$ cat config.mk
export PLATFORM = sky130hd
export DESIGN_NAME = pip_vertex_sender
export DESIGN_NICKNAME = d
export VERILOG_FILES = /design/src/rtl/pip_pkg.sv /design/src/rtl/pip_vertex_buffer.sv /design/src/rtl/pip_vertex_sender.sv
export SDC_FILE = /design/constraint.sdc
export NUM_CORES = 1
export LEC_CHECK = 0
export ABC_AREA = 1
export CAP_MARGIN = 10
export CORE_ASPECT_RATIO = 1.2
export CORE_MARGIN = 4
export CORE_UTILIZATION = 61
export CTS_BUF_LIST = sky130_fd_sc_hd__clkbuf_8 sky130_fd_sc_hd__clkbuf_16
export DETAILED_ROUTE_END_ITERATION = 10
export PLACE_DENSITY = 0.8
export SYNTH_ARGS = -nofsm -noshare
export SYNTH_HDL_FRONTEND = slang
export SYNTH_SLANG_ARGS = --single-unit
$ cat constraint.sdc
create_clock -name clk -period 7.06 [get_ports clk]
set_input_delay 0.706 -clock clk [delete_from_list [all_inputs] [get_ports clk]]
set_output_delay 0.706 -clock clk [all_outputs]
set_load 0.005 [all_outputs]
$ cat src/rtl/pip_pkg.sv
// -----------------------------------------------------------------------------
// pip_pkg
//   Shared types and constants for the point-in-polygon vertex load path.
//   - state_t    : sender FSM states (IDLE -> SEND -> WAIT_DONE -> IDLE)
//   - ERR_*      : err_code values reported by pip_vertex_sender
//   - DEF_*      : default coordinate width, polygon size and handshake timeout
// -----------------------------------------------------------------------------
package pip_pkg;

    localparam int DEF_WIDTH   = 16;
    localparam int DEF_POINTS  = 5;
    localparam int DEF_TIMEOUT = 64;

    typedef enum logic [1:0] {
        ST_IDLE      = 2'd0,
        ST_SEND      = 2'd1,
        ST_WAIT_DONE = 2'd2
    } state_t;

    localparam logic [1:0] ERR_NONE           = 2'd0;
    localparam logic [1:0] ERR_START_NOT_FULL = 2'd1;
    localparam logic [1:0] ERR_WR_REJECT      = 2'd2;
    localparam logic [1:0] ERR_TIMEOUT        = 2'd3;

endpackage

$ cat src/rtl/pip_vertex_buffer.sv
// -----------------------------------------------------------------------------
// pip_vertex_buffer
//   POINTS-deep register array holding packed vertices {x, y}.
//   One write port and one registered read port. The read register is zeroed
//   whenever rd_en is low, so the sender's x_in/y_in are 0 outside a burst and
//   drop to 0 immediately on an asynchronous reset.
// Ports
//   clk      in   rising-edge clock
//   rstN     in   asynchronous active-low reset (read register only)
//   wr_en    in   write strobe
//   wr_addr  in   write slot
//   wr_data  in   packed vertex {x, y}
//   rd_en    in   load read register from rd_addr (else clear it)
//   rd_addr  in   read slot
//   rd_data  out  registered read data {x, y}
// -----------------------------------------------------------------------------
module pip_vertex_buffer #(
    parameter int WIDTH  = pip_pkg::DEF_WIDTH,
    parameter int POINTS = pip_pkg::DEF_POINTS,
    parameter int CW     = $clog2(POINTS + 1)
) (
    input  logic                 clk,
    input  logic                 rstN,
    input  logic                 wr_en,
    input  logic [CW-1:0]        wr_addr,
    input  logic [2*WIDTH-1:0]   wr_data,
    input  logic                 rd_en,
    input  logic [CW-1:0]        rd_addr,
    output logic [2*WIDTH-1:0]   rd_data
);

    logic [2*WIDTH-1:0] mem [POINTS];

    // Storage carries no reset: contents are meaningless until rewritten.
    always_ff @(posedge clk) begin
        if (wr_en) begin
            mem[wr_addr] <= wr_data;
        end
    end

    always_ff @(posedge clk or negedge rstN) begin
        if (!rstN) begin
            rd_data <= '0;
        end else if (rd_en) begin
            rd_data <= mem[rd_addr];
        end else begin
            rd_data <= '0;
        end
    end

endmodule

$ cat src/rtl/pip_vertex_sender.sv
// -----------------------------------------------------------------------------
// pip_vertex_sender
//   Source side of the point-in-polygon vertex load interface. Collects POINTS
//   vertices from a host write port, then on start streams them one per cycle
//   on x_in/y_in with load high and waits (bounded) for load_done.
// Ports
//   clk, rstN            clock, asynchronous active-low reset
//   wr_en, wr_x, wr_y    host vertex write (accepted in IDLE while not full)
//   clear                empty the buffer and clear err_code (IDLE only)
//   start                begin burst (accepted in IDLE with a full buffer)
//   wr_full, count       buffer fill status
//   x_in, y_in, load     vertex stream to the datapath (0 when load low)
//   load_done            datapath has captured all vertices
//   busy                 FSM not idle
//   done, err            one-cycle result pulses
//   err_code             last error cause, held until next error or clear
//   dbg_state            current FSM state (pip_pkg::state_t encoding)
//
// Stream handshake: load is a valid-only strobe. There is no ready; the
// datapath must capture x_in/y_in on every cycle load is high, and the burst
// is exactly POINTS back-to-back beats. Completion is acknowledged separately
// by a load_done level sampled only while waiting for it.
// -----------------------------------------------------------------------------
module pip_vertex_sender
    import pip_pkg::*;
#(
    parameter int WIDTH   = DEF_WIDTH,
    parameter int POINTS  = DEF_POINTS,
    parameter int TIMEOUT = DEF_TIMEOUT
) (
    input  logic                          clk,
    input  logic                          rstN,
    input  logic                          wr_en,
    input  logic [WIDTH-1:0]              wr_x,
    input  logic [WIDTH-1:0]              wr_y,
    input  logic                          clear,
    input  logic                          start,
    output logic                          wr_full,
    output logic [$clog2(POINTS+1)-1:0]   count,
    output logic [WIDTH-1:0]              x_in,
    output logic [WIDTH-1:0]              y_in,
    output logic                          load,
    input  logic                          load_done,
    output logic                          busy,
    output logic                          done,
    output logic                          err,
    output logic [1:0]                    err_code,
    output logic [1:0]                    dbg_state
);

    localparam int CW = $clog2(POINTS + 1);
    localparam int TW = $clog2(TIMEOUT + 1);

    typedef logic [CW-1:0] cnt_t;
    typedef logic [TW-1:0] tmr_t;

    localparam cnt_t CNT_LAST = cnt_t'(POINTS - 1);
    localparam cnt_t CNT_FULL = cnt_t'(POINTS);
    localparam tmr_t TMR_LAST = tmr_t'(TIMEOUT - 1);

    state_t             state;
    cnt_t               rd_ptr;
    cnt_t               count_q;
    tmr_t               timer;

    logic               idle;
    logic               full;
    logic               start_ok;
    logic               start_bad;
    logic               wr_ok;
    logic               wr_rej;
    logic               rd_en;
    cnt_t               rd_addr;
    logic [2*WIDTH-1:0] rd_data;

    assign idle = (state == ST_IDLE);
    assign full = (count_q == CNT_FULL);

    // clear dominates everything else in IDLE. start is judged on the
    // pre-write count; a full buffer means any same-cycle write is rejected.
    assign start_ok  = idle && !clear && start &&  full;
    assign start_bad = idle && !clear && start && !full;
    assign wr_ok     = idle && !clear && wr_en && !full;
    assign wr_rej    = wr_en && !wr_ok && !(idle && clear);

    // Read address is the beat that will be on x_in/y_in next cycle, so the
    // registered read port lines data up with the registered load bit.
    always_comb begin
        rd_en   = 1'b0;
        rd_addr = '0;
        if (start_ok) begin
            rd_en   = 1'b1;
            rd_addr = '0;
        end else if (state == ST_SEND && rd_ptr != CNT_LAST) begin
            rd_en   = 1'b1;
            rd_addr = rd_ptr + cnt_t'(1);
        end
    end

    pip_vertex_buffer #(
        .WIDTH  (WIDTH),
        .POINTS (POINTS),
        .CW     (CW)
    ) u_buf (
        .clk     (clk),
        .rstN    (rstN),
        .wr_en   (wr_ok),
        .wr_addr (count_q),
        .wr_data ({wr_x, wr_y}),
        .rd_en   (rd_en),
        .rd_addr (rd_addr),
        .rd_data (rd_data)
    );

    // rd_ptr always names the beat currently presented on x_in/y_in.
    always_ff @(posedge clk or negedge rstN) begin
        if (!rstN) begin
            state    <= ST_IDLE;
            rd_ptr   <= '0;
            count_q  <= '0;
            timer    <= '0;
            load     <= 1'b0;
            done     <= 1'b0;
            err      <= 1'b0;
            err_code <= ERR_NONE;
        end else begin
            load <= rd_en;
            done <= 1'b0;
            err  <= 1'b0;

            if (wr_rej) begin
                err      <= 1'b1;
                err_code <= ERR_WR_REJECT;
            end

            case (state)
                ST_IDLE: begin
                    if (clear) begin
                        count_q  <= '0;
                        err_code <= ERR_NONE;
                    end else begin
                        if (wr_ok) begin
                            count_q <= count_q + cnt_t'(1);
                        end
                        if (start_ok) begin
                            state  <= ST_SEND;
                            rd_ptr <= '0;
                        end else if (start_bad) begin
                            err      <= 1'b1;
                            err_code <= ERR_START_NOT_FULL;
                        end
                    end
                end

                ST_SEND: begin
                    if (rd_ptr == CNT_LAST) begin
                        state <= ST_WAIT_DONE;
                        timer <= '0;
                    end else begin
                        rd_ptr <= rd_ptr + cnt_t'(1);
                    end
                end

                ST_WAIT_DONE: begin
                    // load_done takes precedence over a coincident timeout.
                    if (load_done) begin
                        done  <= 1'b1;
                        state <= ST_IDLE;
                    end else if (timer == TMR_LAST) begin
                        err      <= 1'b1;
                        err_code <= ERR_TIMEOUT;
                        state    <= ST_IDLE;
                    end else begin
                        timer <= timer + tmr_t'(1);
                    end
                end

                default: state <= ST_IDLE;
            endcase
        end
    end

    assign wr_full   = full;
    assign count     = count_q;
    assign busy      = !idle;
    assign x_in      = rd_data[2*WIDTH-1:WIDTH];
    assign y_in      = rd_data[WIDTH-1:0];
    assign dbg_state = state;

endmodule

==> results.tsv <==
stage	metric	value	unit
timing	finalHoldViolations	0	
setup_path	worstSetupStartpointType	register	
timing	slew_headroom	17.6	%
clocking	clock-sinks	212	
setup_path	crit_chain	inv_2 > ha_1 > nand2_2 > buf_4 > nand3_2 > buf_4 > nand2_1 > nand3_1 > nand2_1 > a21oi_1	
floorplanning	io_pins	82	
synth	syn_inst	651	
setup_path	crit_type	reg -> reg	
clocking	cts_setup_buffers	0	
setup_path	cp_slowest_cell	nand3_2	
clocking	ctsHoldBuffers	0	
drt	via_per_inst	6.07	
synth	syn_area	8310	sq um
run_status	status	completed	
timing	fin_crit_sh	51.5	%
setup_path	arrival	3.96	ns
place	place_congestion	0.804	
timing	drv_slew	0	
timing	skew	0.0138	ns
setup_path	cpPeakStageDelay	0.60	ns
clocking	clkLatencyLatePin	0.49	ns
power	p_sw	886	uW
setup_path	cp_num_buf_inv	3	
global_routing	grt_pass1_vias	5540	
place	io_buffer_count	81	
setup_path	r2r_setup_slack	3.43	ns
power	p_seq_share	48.3	%
timing	fmax	0.275	GHz
min_path	min-delay-path-class	in -> async	
power	pwr-share-comb	18.9	%
drt	first_iter_violations	499	
power	p_per_area	319	nW/um^2
setup_path	crit_family	buffers and inverters	
synth	synth_seq_cells	212	
setup_path	cp.required	7.39	ns
clocking	clockBufferDepth	3	
floorplanning	rows	46	
setup_path	cp_max_fo	67	
setup_path	r2r_cells	10	
layout	fin_nets	763	
drt	drtAntennaViolNets	0	
synth	avgSynthCellArea	12.8	sq um
floorplanning	core_area	13300	sq um
drt	wire_per_inst	19.6	um
floorplanning	die_w	115	um
synth	syn-num-nets	694	
timing	rsz0062_at_grt	no	
drt	drc	0	
global_routing	grt_max_degree	68	
place	dpl.hpwl	9610	um
clocking	cts_tree	done	
drt	dr.pass1.iters	4	
timing	fin_crit	3.63	ns
timing	tightest_slew	1.23	ns
drt	wl	17700	um
power	p_leak	0.00375	uW
layout	diodes	0	
clocking	clk_pin_slew	0.06	ns
clocking	htree_levels	1	
clocking	cts_resized	0	
layout	finalCoreUtilization	74.0	%
timing	setup_violations	0	
timing	final.setup.tns	0	ns
setup_path	r2r-start	rd_ptr[0]	
power	clkPwrFrac	32.8	%
drt	vias	5478	
global_routing	grt_first_pass_wirelength	27800	um
global_routing	antenna_found_initial	0	
synth	synth.distinct_cells	28	
global_routing	grt_usage	22.8	%
layout	syn_to_final_growth	18.3	%
global_routing	grt_overflow	0	
setup_path	startpoint	rd_ptr[0]	
synth	synth.yosys.seq_area_share	73.4	%
power	vdd_drop_max	252	uV
run	cap_violations	0	
floorplanning	die_y	136	um
floorplanning	die_area	15600	sq um
synth	ys_warn_count	0	
setup_path	crit_path_end_kind	register	
power	p_sw_share	28.3	%
power	cellInternalPower	2250	uW
clocking	cts_buffers	21	
layout	drive_gt1_share	8.03	%
clocking	cts_root_buf	clkbuf_16	
floorplanning	start_util	62.5	%
setup_path	reg2reg_to	u_buf.rd_data[18]	
[state kept, by name, summed over array words and instances, names as in the netlist]
register       count
load               1
rd_ptr             3
timer              7
u_buf.mem        160
dbg_state          2
err                1
done               1
err_code           2
count              3
u_buf.rd_data     32
[cells by family after synthesis]
kind of cell    after synthesis  share of synthesized area, %
flops                       212                          73.4
compound gates               74                          4.67
xor+xnor                      5                         0.527
simple gates                293                          16.9
fa+ha+maj                     5                         0.753
buf+inv                      62                          3.69
[worst max path at each step]
stage,to,slack [ns],cells past startpoint
detailed placement,u_buf.rd_data[18],3.50,10
CTS,u_buf.rd_data[18],3.47,10
floorplan,u_buf.mem[4][0],3.13,5
finish,u_buf.rd_data[18],3.43,10
global placement,u_buf.rd_data[31],3.73,10
global route,u_buf.rd_data[7],3.26,9
[Yosys cell counts (all sizes together)]
library cell	instances	area [sq um]
a21oi	32	160
buf	38	216
clkbuf	6	22.5
dfrtp	52	1300
edfxtp	160	4800
ha	5	62.6
inv	18	67.6
nand2	128	493
nand3	82	415
nand4	65	407
nor2	13	63.8
nor3	3	15.0
o211ai	1	7.51
o21ai	39	195
o21bai	1	18.8
o22ai	1	6.26
or2	1	6.26
or3	1	6.26
xnor2	2	17.5
xor2	3	26.3
[per-stage QoR]
step	instance area (sq um)	power [uW]	std cells	hold slack, ns	setup slack, ns
floorplan	8310	1910	651	0.410	3.13
global placement	9200	2090	865	0.492	3.73
detailed placement	9200	2120	865	0.523	3.50
CTS	9840	3150	903	0.376	3.47
global route	9840	3260	903	0.424	3.26
finish	9840	3130	903	0.360	3.43
[cell usage in the layout, fill, tap and decap left out, drive strengths merged]
cell	instances
o21ai	39
or3	1
buf	10
nand2	128
inv	27
nor3	3
o21bai	1
dfrtp	52
nand4	65
nand3	82
clkbuf	23
o211ai	1
clkinv	5
a21oi	32
edfxtp	160
or2	1
nor2	13
clkdlybuf4s50	80
xor2	3
o22ai	1
bufinv	1
xnor2	2
ha	5
[area by class of cell]
class                   count  area [sq um]
fillers                   855          3460
clock buffers              23           553
repair buffers             90           873
flip-flops and latches    212          6110
multi-input cells         377          1940
inverters                  18          67.6
clock inverters            15          88.8
well taps                 168           210
[power groups by stage]
stage	sequential (uW)	combinational [uW]	clock, uW
floorplan	1530	373	0
detailed placement	1540	587	0
global route	1520	649	1090
finish	1510	593	1030
global placement	1530	554	0
CTS	1510	593	1040
[metal layers]
| metal | vias up | GRT usage [%] | wire (um) |
|---|---|---|---|
| met2 | 221 | 38.8 | 9140 |
| met1 | 2701 | 29.2 | 6990 |
| met4 | 0 | 10.0 | 453 |
| met5 | - | 0 | 0 |
| li1 | 2514 | - | - |
| met3 | 42 | 3.25 | 1120 |
Power figures use the tool's default switching activity.
